`src/rtl/text_pkg.sv`:
```
// text_pkg: shared constants, character codes, FSM state type and the
// screen address map for the text page writer.
package text_pkg;

    localparam int          COLS  = 40;
    localparam int          ROWS  = 24;
    localparam logic [7:0]  BLANK = 8'hA0;
    localparam logic [15:0] BASE  = 16'h0400;

    localparam logic [4:0]  LAST_ROW = 5'(ROWS - 1);
    localparam logic [5:0]  LAST_COL = 6'(COLS - 1);

    localparam logic [7:0]  CH_CR = 8'h0D;
    localparam logic [7:0]  CH_BS = 8'h08;
    localparam logic [7:0]  CH_FF = 8'h0C;

    typedef enum logic [2:0] {
        IDLE,
        PUT,
        CLEAR,
        SC_RD,
        SC_LAT,
        SC_WR,
        SC_BLANK
    } state_t;

    // Rows are interleaved: low three row bits select a 128-byte block,
    // the top two bits select a 40-byte third within that block.
    function automatic logic [15:0] text_addr(input logic [4:0] row,
                                              input logic [5:0] col);
        return BASE
             + {6'd0, row[2:0], 7'd0}
             + 16'(row[4:3]) * 16'h0028
             + {10'd0, col};
    endfunction

endpackage

```
`src/rtl/text_writer_if.sv`:
```
// text_ch_if : character stream, valid/ready handshake.
//   master = character source, slave = text_writer.
// text_mem_if: video RAM write port with one-cycle read latency on dbi.
//   master = text_writer, slave = RAM.
interface text_ch_if;
    logic [7:0] ch;
    logic       ch_valid;
    logic       ch_ready;

    modport master (output ch, output ch_valid, input ch_ready);
    modport slave  (input ch, input ch_valid, output ch_ready);
endinterface

interface text_mem_if;
    logic [15:0] adr;
    logic [7:0]  dbo;
    logic [7:0]  dbi;
    logic        we;

    modport master (output adr, output dbo, output we, input dbi);
    modport slave  (input adr, input dbo, input we, output dbi);
endinterface

```
`src/rtl/text_rc_counter.sv`:
```
// text_rc_counter: row/column scan position used by clear, scroll copy
// and the final blank-row fill.
//   phi, rst          : clock, async active-high reset
//   clr, clr_row      : load position (clr_row, 0); wins over step
//   step              : advance column, wrapping to the next row
//   row, col          : current position
//   nxt_row, nxt_col  : position after this cycle's clr/step
//   last              : current position is the bottom-right cell
module text_rc_counter
    import text_pkg::*;
(
    input  logic       phi,
    input  logic       rst,
    input  logic       clr,
    input  logic [4:0] clr_row,
    input  logic       step,
    output logic [4:0] row,
    output logic [5:0] col,
    output logic [4:0] nxt_row,
    output logic [5:0] nxt_col,
    output logic       last
);

    logic [4:0] row_q, row_d;
    logic [5:0] col_q, col_d;

    always_comb begin
        row_d = row_q;
        col_d = col_q;
        if (clr) begin
            row_d = clr_row;
            col_d = '0;
        end else if (step) begin
            if (col_q == LAST_COL) begin
                col_d = '0;
                row_d = row_q + 5'd1;
            end else begin
                col_d = col_q + 6'd1;
            end
        end
    end

    always_ff @(posedge phi or posedge rst) begin
        if (rst) begin
            row_q <= '0;
            col_q <= '0;
        end else begin
            row_q <= row_d;
            col_q <= col_d;
        end
    end

    assign row     = row_q;
    assign col     = col_q;
    assign nxt_row = row_d;
    assign nxt_col = col_d;
    assign last    = (row_q == LAST_ROW) && (col_q == LAST_COL);

endmodule

```
`src/rtl/text_writer.sv`:
```
// text_writer: takes characters from a valid/ready stream and writes them
// into the 40x24 interleaved text page, tracking a cursor. Handles CR, BS,
// form feed (clear screen) and scrolls up one row past the bottom.
//   phi, rst          : clock, async active-high reset
//   chs   (slave)     : ch / ch_valid in, ch_ready out
//   mem   (master)    : adr / dbo / we out, dbi in (valid a cycle after adr)
//   cur_row, cur_col  : cursor position
//   busy              : clear or scroll in progress
module text_writer
    import text_pkg::*;
(
    input  logic        phi,
    input  logic        rst,
    text_ch_if.slave    chs,
    text_mem_if.master  mem,
    output logic [4:0]  cur_row,
    output logic [5:0]  cur_col,
    output logic        busy
);

    state_t      state_q, state_d;
    logic [15:0] adr_q, adr_d;
    logic [7:0]  dbo_q, dbo_d;
    logic        we_q, we_d;
    logic [4:0]  row_q, row_d;
    logic [5:0]  col_q, col_d;

    logic       cnt_clr, cnt_step, cnt_last;
    logic [4:0] cnt_clr_row, cnt_row, cnt_nxt_row;
    logic [5:0] cnt_col, cnt_nxt_col;

    logic ready, accept, go_scroll, printable;

    text_rc_counter u_cnt (
        .phi     (phi),
        .rst     (rst),
        .clr     (cnt_clr),
        .clr_row (cnt_clr_row),
        .step    (cnt_step),
        .row     (cnt_row),
        .col     (cnt_col),
        .nxt_row (cnt_nxt_row),
        .nxt_col (cnt_nxt_col),
        .last    (cnt_last)
    );

    assign ready     = (state_q == IDLE) && !rst;
    assign accept    = ready && chs.ch_valid;
    assign printable = (chs.ch >= 8'h20) && (chs.ch <= 8'h7E);

    always_comb begin
        state_d     = state_q;
        adr_d       = adr_q;
        dbo_d       = dbo_q;
        we_d        = we_q;
        row_d       = row_q;
        col_d       = col_q;
        cnt_clr     = 1'b0;
        cnt_clr_row = '0;
        cnt_step    = 1'b0;
        go_scroll   = 1'b0;

        case (state_q)
            IDLE: begin
                if (accept) begin
                    if (printable) begin
                        state_d = PUT;
                        adr_d   = text_addr(row_q, col_q);
                        dbo_d   = chs.ch | 8'h80;
                        we_d    = 1'b1;
                    end else if (chs.ch == CH_CR) begin
                        col_d = '0;
                        if (row_q == LAST_ROW) go_scroll = 1'b1;
                        else                   row_d = row_q + 5'd1;
                    end else if (chs.ch == CH_BS) begin
                        if (col_q != '0) col_d = col_q - 6'd1;
                    end else if (chs.ch == CH_FF) begin
                        state_d = CLEAR;
                        cnt_clr = 1'b1;
                        adr_d   = text_addr(5'd0, 6'd0);
                        dbo_d   = BLANK;
                        we_d    = 1'b1;
                    end
                end
            end
            PUT: begin
                we_d    = 1'b0;
                state_d = IDLE;
                if (col_q != LAST_COL) begin
                    col_d = col_q + 6'd1;
                end else begin
                    col_d = '0;
                    if (row_q == LAST_ROW) go_scroll = 1'b1;
                    else                   row_d = row_q + 5'd1;
                end
            end
            CLEAR: begin
                if (cnt_last) begin
                    state_d = IDLE;
                    we_d    = 1'b0;
                    row_d   = '0;
                    col_d   = '0;
                end else begin
                    cnt_step = 1'b1;
                    adr_d    = text_addr(cnt_nxt_row, cnt_nxt_col);
                end
            end
            SC_RD: begin
                // Source address is on the bus this cycle; data arrives next.
                state_d = SC_LAT;
            end
            SC_LAT: begin
                state_d = SC_WR;
                dbo_d   = mem.dbi;
                adr_d   = text_addr(cnt_row - 5'd1, cnt_col);
                we_d    = 1'b1;
            end
            SC_WR: begin
                if (cnt_last) begin
                    state_d     = SC_BLANK;
                    cnt_clr     = 1'b1;
                    cnt_clr_row = LAST_ROW;
                    adr_d       = text_addr(LAST_ROW, 6'd0);
                    dbo_d       = BLANK;
                    we_d        = 1'b1;
                end else begin
                    state_d  = SC_RD;
                    cnt_step = 1'b1;
                    adr_d    = text_addr(cnt_nxt_row, cnt_nxt_col);
                    we_d     = 1'b0;
                end
            end
            SC_BLANK: begin
                if (cnt_last) begin
                    state_d = IDLE;
                    we_d    = 1'b0;
                    row_d   = LAST_ROW;
                    col_d   = '0;
                end else begin
                    cnt_step = 1'b1;
                    adr_d    = text_addr(cnt_nxt_row, cnt_nxt_col);
                end
            end
            default: begin
                state_d = IDLE;
                we_d    = 1'b0;
            end
        endcase

        // Scroll copy starts reading row 1, column 0; cursor sits at (23,0).
        if (go_scroll) begin
            state_d     = SC_RD;
            cnt_clr     = 1'b1;
            cnt_clr_row = 5'd1;
            adr_d       = text_addr(5'd1, 6'd0);
            we_d        = 1'b0;
            col_d       = '0;
        end
    end

    always_ff @(posedge phi or posedge rst) begin
        if (rst) begin
            state_q <= IDLE;
            adr_q   <= BASE;
            dbo_q   <= BLANK;
            we_q    <= 1'b0;
            row_q   <= '0;
            col_q   <= '0;
        end else begin
            state_q <= state_d;
            adr_q   <= adr_d;
            dbo_q   <= dbo_d;
            we_q    <= we_d;
            row_q   <= row_d;
            col_q   <= col_d;
        end
    end

    assign chs.ch_ready = ready;
    assign mem.adr      = adr_q;
    assign mem.dbo      = dbo_q;
    assign mem.we       = we_q;
    assign cur_row      = row_q;
    assign cur_col      = col_q;
    assign busy         = (state_q == CLEAR)  || (state_q == SC_RD) ||
                          (state_q == SC_LAT) || (state_q == SC_WR) ||
                          (state_q == SC_BLANK);

endmodule

```
`src/flat_wrapper.sv`:
```
// flat-port wrapper written by rule: the top's interface ports become plain ports
module text_writer_flat import text_pkg::*;
  (phi, rst, cur_row, cur_col, busy, chs_ch, chs_ch_valid, chs_ch_ready, mem_adr, mem_dbo, mem_we, mem_dbi);
  text_ch_if chs_i ();
  text_mem_if mem_i ();
  input  logic phi;
  input  logic rst;
  output logic [4:0] cur_row;
  output logic [5:0] cur_col;
  output logic busy;
  input wire logic [$bits(chs_i.ch)-1:0] chs_ch;
  input wire logic [$bits(chs_i.ch_valid)-1:0] chs_ch_valid;
  output wire logic [$bits(chs_i.ch_ready)-1:0] chs_ch_ready;
  output wire logic [$bits(mem_i.adr)-1:0] mem_adr;
  output wire logic [$bits(mem_i.dbo)-1:0] mem_dbo;
  output wire logic [$bits(mem_i.we)-1:0] mem_we;
  input wire logic [$bits(mem_i.dbi)-1:0] mem_dbi;
  assign chs_i.ch = chs_ch;
  assign chs_i.ch_valid = chs_ch_valid;
  assign chs_ch_ready = chs_i.ch_ready;
  assign mem_adr = mem_i.adr;
  assign mem_dbo = mem_i.dbo;
  assign mem_we = mem_i.we;
  assign mem_i.dbi = mem_dbi;
  text_writer u_core (.phi(phi), .rst(rst), .chs(chs_i), .mem(mem_i), .cur_row(cur_row), .cur_col(cur_col), .busy(busy));
endmodule
```
`config.mk`:
```
export PLATFORM = sky130hd
export DESIGN_NAME = text_writer_flat
export DESIGN_NICKNAME = d
export VERILOG_FILES = /design/src/rtl/text_pkg.sv /design/src/rtl/text_writer_if.sv /design/src/rtl/text_rc_counter.sv /design/src/rtl/text_writer.sv /design/src/flat_wrapper.sv
export SDC_FILE = /design/constraint.sdc
export NUM_CORES = 1
export LEC_CHECK = 0
export CAP_MARGIN = 30
export CORE_MARGIN = 8
export CORE_UTILIZATION = 59
export CTS_CLUSTER_DIAMETER = 60
export DETAILED_ROUTE_END_ITERATION = 7
export PLACE_DENSITY_LB_ADDON = 0.05
export SYNTH_ARGS = -nofsm -noshare
export SYNTH_HDL_FRONTEND = slang
export SYNTH_SLANG_ARGS = --single-unit
```
`constraint.sdc`:
```
create_clock -name phi -period 9.8 [get_ports phi]
set_input_delay 0.98 -clock phi [delete_from_list [all_inputs] [get_ports phi]]
set_output_delay 0.98 -clock phi [all_outputs]
set_load 0.1 [all_outputs]
```
=== After elaboration in Yosys (flattened, before gate mapping) ===
Index checks and enable logic that the tools add are counted.
W data, S select, Z words.

* Register bits: 50
* Latch bits: 0
* Memory bits (writable): 0
* Bits in read-only memories: 0
* Input bits: 19
* Output and inout port bits: 38
* Logic and storage cells: 159
* Memories: 0

* Add/subtract/negate cells: 15
* Multiply operators: 3
* Div/mod/pow operators: 0
* Magnitude comparators: 2
* Equal/unequal tests: 33
* Shifts and indexed selects: 0
* Muxes and demuxes: 75
* Bitwise operators: 0
* Reduce and logical (&&, ||, !) cells: 23

{| class="wikitable"
|+ Operators by type and width
! kind !! count
|-
| $mux W16 || 8
|-
| $mux W6 || 11
|-
| $mux W5 || 13
|-
| $pmux W16 S4 || 1
|-
| $add A16 B6 Y16 || 3
|-
| $add A16 B8 Y16 || 3
|-
| $mux W8 || 6
|-
| $add A11 B10 Y12 const A || 3
|-
| $eq A8 B4 Y1 const B || 3
|-
| $mux W3 || 8
|-
| $pmux W8 S3 || 1
|-
| $reduce_and A6 Y1 || 4
|-
| $mux W1 || 21
|-
| $pmux W5 S4 || 1
|-
| $pmux W6 S3 || 1
|-
| $mul A2 B3 Y5 const B || 3
|-
| $pmux W3 S5 || 1
|-
| $add A6 B1 Y6 const B || 2
|-
| $ne A3 B2 Y1 const B || 4
|-
| $ne A4 B2 Y1 const B || 3
|-
| $add A5 B1 Y5 const B || 2
|-
| $eq A5 B5 Y1 const B || 2
|-
| $ne A2 B1 Y1 const B || 5
|-
| $eq A3 B3 Y1 const B || 3
|-
| other kinds (26) || 39
|}

=== Depth between registers and ports, before layout ===
* Depth after elaboration: 15
* Gate-level depth with buffers: 15
* Gate-level depth less buffers: 14

=== Cells and area by module ===
From an unflattened synthesis, not the netlist that was laid out.

* Cells, all modules: 430
* Area, all modules: 3684.8 um^2

{| class="wikitable"
|+ By module, submodules not included
! module !! times used !! cells each !! area an instance (um^2) !! seq. area each (um^2)
|-
| text_writer || 1 || 363 || 3057.9 || 879.6
|-
| text_rc_counter || 1 || 67 || 626.9 || 275.3
|}

=== Least setup slack after synthesis ===
No wires, ideal clock.

* Path type: input port to output port
* Start: in rst
* End: out chs_ch_ready
* Arrival: 3.798 ns
* Data required time: 8.820 ns
* Slack: 5.022 ns
* Cell stages on the path: 1
* Buffers on the path: 0
* Path through: nor4_1

* Cells in the longest elaborated chain, start to end: 2

{| class="wikitable"
|+ Ends and longest elaborated chain
! item !! line !! text
|-
| start, declared || flat_wrapper.sv:7 || <nowiki>input logic rst;</nowiki>
|-
| $logic_not A1 Y1 || text_writer.sv:47 || <nowiki>assign ready = (state_q == IDLE) && !rst;</nowiki>
|-
| $logic_and A1 B1 Y1 || text_writer.sv:47 ||
|-
| end, declared || flat_wrapper.sv:13 || <nowiki>output wire logic [$bits(chs_i.ch_ready)-1:0] chs_ch_ready;</nowiki>
|}

No other way between the ends.

=== Worst setup path in the final report ===
* Start: in chs_ch[6]
* End: reg u_core.adr_q[9], in the netlist u_core.mem.adr[9]

* Elaborated cells on any way between the ends: 37
* Classes of those cells: add/sub (3); mul (1); order compare (2); eq/ne (8); mux (20); reduce/logical (3)

{| class="wikitable"
|+ RTL lines
! item !! line !! text
|-
| start, declared || flat_wrapper.sv:11 || <nowiki>input wire logic [$bits(chs_i.ch)-1:0] chs_ch;</nowiki>
|-
| $eq A8 B4 Y1 || text_writer.sv:77 || <nowiki>end else if (chs.ch == CH_FF) begin</nowiki>
|-
| $mux W1 || text_writer.sv:77 ||
|-
| $mux W1 || text_writer.sv:75 || <nowiki>end else if (chs.ch == CH_BS) begin</nowiki>
|-
| $mux W1 || text_writer.sv:71 || <nowiki>end else if (chs.ch == CH_CR) begin</nowiki>
|-
| $mux W1 || text_writer.sv:66 || <nowiki>if (printable) begin</nowiki>
|-
| $mux W1 || text_writer.sv:65 || <nowiki>if (accept) begin</nowiki>
|-
| $pmux W1 S2 || text_writer.sv:63 || <nowiki>case (state_q)</nowiki>
|-
| $mux W1 * || text_writer.sv:151 || <nowiki>if (go_scroll) begin</nowiki>
|-
| $mux W6 * || text_rc_counter.sv:30 || <nowiki>if (clr) begin</nowiki>
|-
| net u_core.cnt_nxt_col[3] || text_writer.sv:30 || <nowiki>logic [5:0] cnt_col, cnt_nxt_col;</nowiki>
|-
| $add A16 B6 Y16 * || text_pkg.sv:34 || <nowiki>+ {10'd0, col};</nowiki>
|-
| $mux W16, on equally long branches || text_writer.sv:98, text_writer.sv:134, text_writer.sv:119 ||
|-
| $pmux W16 S4 * || text_writer.sv:63 ||
|-
| $mux W16 * || text_writer.sv:151 ||
|-
| end signal, assigned || text_writer.sv:171 || <nowiki>adr_q <= adr_d;</nowiki>
|-
| end, declared || text_writer.sv:22 || <nowiki>logic [15:0] adr_q, adr_d;</nowiki>
|}

Mark *: on every way through the listed nets, which the timed path passes. The rest lies on a longest branch. The select of a mux whose other input is x is not followed.
A chain may end at the register's enable or synchronous reset.

==> results.yml <==
outcome:
  outcome: "complete, no violations"
timing:
  tightest_slew_ns: 0.9872
  finalCriticalPeriod_ns: 4.462
  finalWorstSetupSlack_ns: 5.338
  finalSetupTns_ns: 0
  setup_viol: 0
  worst_hold_slack_ns: 0.4947
  fmax_ghz: 0.2241
  slew_headroom_pct: 33.98
  rsz0062_at_grt: "false"
  post-route-period-util_pct: 45.53
  finalHoldViolations: 0
  finalMaxSlewViolations: 0
  finClkSkew_ns: 0.004909
route:
  drtAntennaViolNets: 0
  drt_first_pass_iters: 5
  drt_iter0_markers: 329
  wl_per_cell_um: 19.54
  routed_wl_um: 10450
  num_vias: 3507
  drt-vias-per-instance: 6.555
  drc: 0
logic_synthesis:
  ys_types: 75
  synthTopCellsByArea: "dfrtp_1 30%, ha_1 6.3%, a21oi_1 4.5%"
  synth_flop_cell: "dfrtp_1"
  synth_cells: 415
  ys_async_sr_fraction_pct: 100.0
  ys_top_cells_by_count: "43 x dfrtp_1, 39 x nor2_1, 32 x a21oi_1, 32 x o21ai_0, 23 x nand2_1"
  seq_area_frac_synth_pct: 32.37
  synth_edf_count: 0
  synthesis.area_um2: 3567
  synth_top_area_cell: "dfrtp_1"
  synth.top_cell.area_share_pct: 30.16
  yosys_warnings: 0
  ys_seq_elements: 46
  yosysMostFrequentCell: "dfrtp_1"
  avgSynthCellArea_um2: 8.596
clocking:
  clock_latency_ns: 0.30
  clk_pin_slew_ns: 0.09
  clock_sinks: 46
  cts_setup_buffers: 0
  cts_made_buffers: 5
  cts_max_level: 2
  cts_resized: 0
  cts_hold_buf: 0
  clockBufferDepth: 2
  cts_tree: "done"
  cts_root_buffer: "clkbuf_8"
power_and_ir_drop:
  vdd_drop_max_mv: 0.06478
  leakagePower_uw: 0.001778
  p_per_area_nw_per_um2: 84.70
placed_design:
  dpl.cell_count: 526
  gp_congestion: 0.9168
  pre_cts_ws_ns: 5.085
  dpl.hpwl_um: 7920
  io_buffers: 52
grt:
  top_usage_layer: "met2"
  grt_start_max_net_pins: 39
  track_usage_pct: 24.06
  grt_pass1_wl_um: 16930
  grtUsageMet3_pct: 5.196
  grt_pass1_vias: 3341
  antenna_found_initial: 0
  met2_usage_pct: 38.56
  grt.overflow.total: 0
  grt_use_met1_pct: 30.75
floorplan:
  ios: 57
  dieHeight_um: 93.76
  core_um2: 5886
  start_util_pct: 60.61
  die_w_um: 93.76
  die_area_um2: 8790
  rows: 28
setup_path:
  path_cells: "clkdlybuf4s50_1 -> nor4_1 -> nand4_1 -> o2111ai_1 -> or2_2 -> nor2_1 -> ha_1 -> fa_1 -> a21oi_1 -> nor3_2 -> nand3_1 -> mux2i_1 -> o31ai_1"
  cp.required_ns: 10.01
  arrival_ns: 4.67
  crit_path_start_kind: "primary input"
  reg2reg_depth: 12
  worst_setup_path_end_kind: "register"
  path_class: "primary input to register"
  r2r_slack_ns: 5.76
  worstReg2RegEnd: "u_core.mem.adr[9]$_DFFE_PP0P_"
  r2r_start: "u_core.state_q[1]$_DFFE_PP0P_"
  crit_fanout: 6
  crit_path_top_delay_cell: "o2111ai_1"
  slowest_delay_ns: 0.61
min_path:
  worst_hold_path_type: "register to register"
  hold_end: "u_core.mem.dbo[5]$_DFFE_PP1P_"
  hold_start: "u_core.mem.dbo[5]$_DFFE_PP1P_"
  min_path_cells: 2
run:
  cap_violations: 0
finish:
  synthToLayoutAreaGrowth_pct: 18.84
  finalNonFillerCells: 535
  antenna_cells: 0
  drive_gt1_share_pct: 6.739
  layout.nets: 499
routing by layer:
metal | part of all wire, % | wire length [um]
met1 | 42 | 4415
met2 | 48 | 5015
met3 | 7.2 | 748
met4 | 2.6 | 273
met5 | 0 | 0
flip-flops by register name, summed over array words and instances (netlist names):
name              flops
u_core.cur_col        6
u_core.cur_row        5
u_core.u_cnt.col      6
u_core.state_q        3
u_core.u_cnt.row      5
u_core.mem.dbo        8
u_core.mem.adr       12
u_core.mem.we         1
power by group:
part | leakage (uW) | total (uW) | switching, uW | internal, uW
sequential | 0.000589 | 193 | 0.906 | 192
clock | 0.0000472 | 124 | 67.5 | 56.8
combinational | 0.00114 | 42.2 | 29.7 | 12.5
metrics by stage:
| stage | total power, uW | utilization (%) | area, um^2 |
|---|---|---|---|
| 2_1_floorplan | 224.2 | - | 3578 |
| 3_3_place_gp | 237.4 | 69.94 | 4116 |
| 3_5_place_dp | 238.7 | 70.28 | 4136 |
| 4_1_cts | 361.6 | 71.90 | 4232 |
| 5_1_grt | 370.7 | 72.02 | 4239 |
| 6_report | 359.0 | 72.02 | 4239 |
logic make-up (layout without fill, tap and decap cells):
| group | count (synthesis) | in the layout | share of synthesized area (%) |
|---|---|---|---|
| flip-flops | 46 | 46 | 32.37 |
| other | 1 | 4 | 0.1051 |
| AO/OA/AOI/OAI | 140 | 140 | 27.18 |
| buffers and inverters | 42 | 84 | 4.980 |
| XOR/XNOR | 23 | 23 | 5.647 |
| multiplexers | 2 | 2 | 0.5612 |
| adder cells (fa/ha/maj) | 21 | 21 | 7.997 |
| AND/OR/NAND/NOR | 140 | 140 | 21.15 |
cells in the final DEF (no fill, tap or decap), types with 10 or more instances in the layout:
cell              n
nand2_1          23
nor3_1           10
nand3_1          16
dfrtp_1          43
xnor2_1          11
xor2_1           12
inv_1            16
ha_1             18
clkdlybuf4s50_1  52
nor2_1           39
a21oi_1          32
o21ai_0          31
critical path, delay by kind of cell:
kind	cells	cell delay, ns
mux	1	0.09
simple gates	6	1.43
fa+ha+maj	2	0.66
compound gates	3	1.04
buf+inv	1	0.48
worst max path at each step:
stage / start / end / slack (ns) / cells past startpoint
floorplan: rst / chs_ch_ready / 5.02 / 1
global placement: chs_ch[6] / u_core.mem.adr[9]$_DFFE_PP0P_ / 5.21 / 13
detailed placement: chs_ch[6] / u_core.mem.adr[9]$_DFFE_PP0P_ / 5.08 / 13
CTS: chs_ch[6] / u_core.mem.adr[9]$_DFFE_PP0P_ / 5.37 / 13
global route: chs_ch[6] / u_core.mem.adr[9]$_DFFE_PP0P_ / 4.95 / 13
finish: chs_ch[6] / u_core.mem.adr[9]$_DFFE_PP0P_ / 5.34 / 13
final cells by class:
class	instances	area, um^2
tap	75	93.84
timing repair buffer	59	585.6
fill	469	1647
multi-input combinational	330	2246
clock inverter	2	12.51
clock buffer	6	82.58
sequential	46	1155
inverter	17	63.81
(Power assumes the default switching activity.)
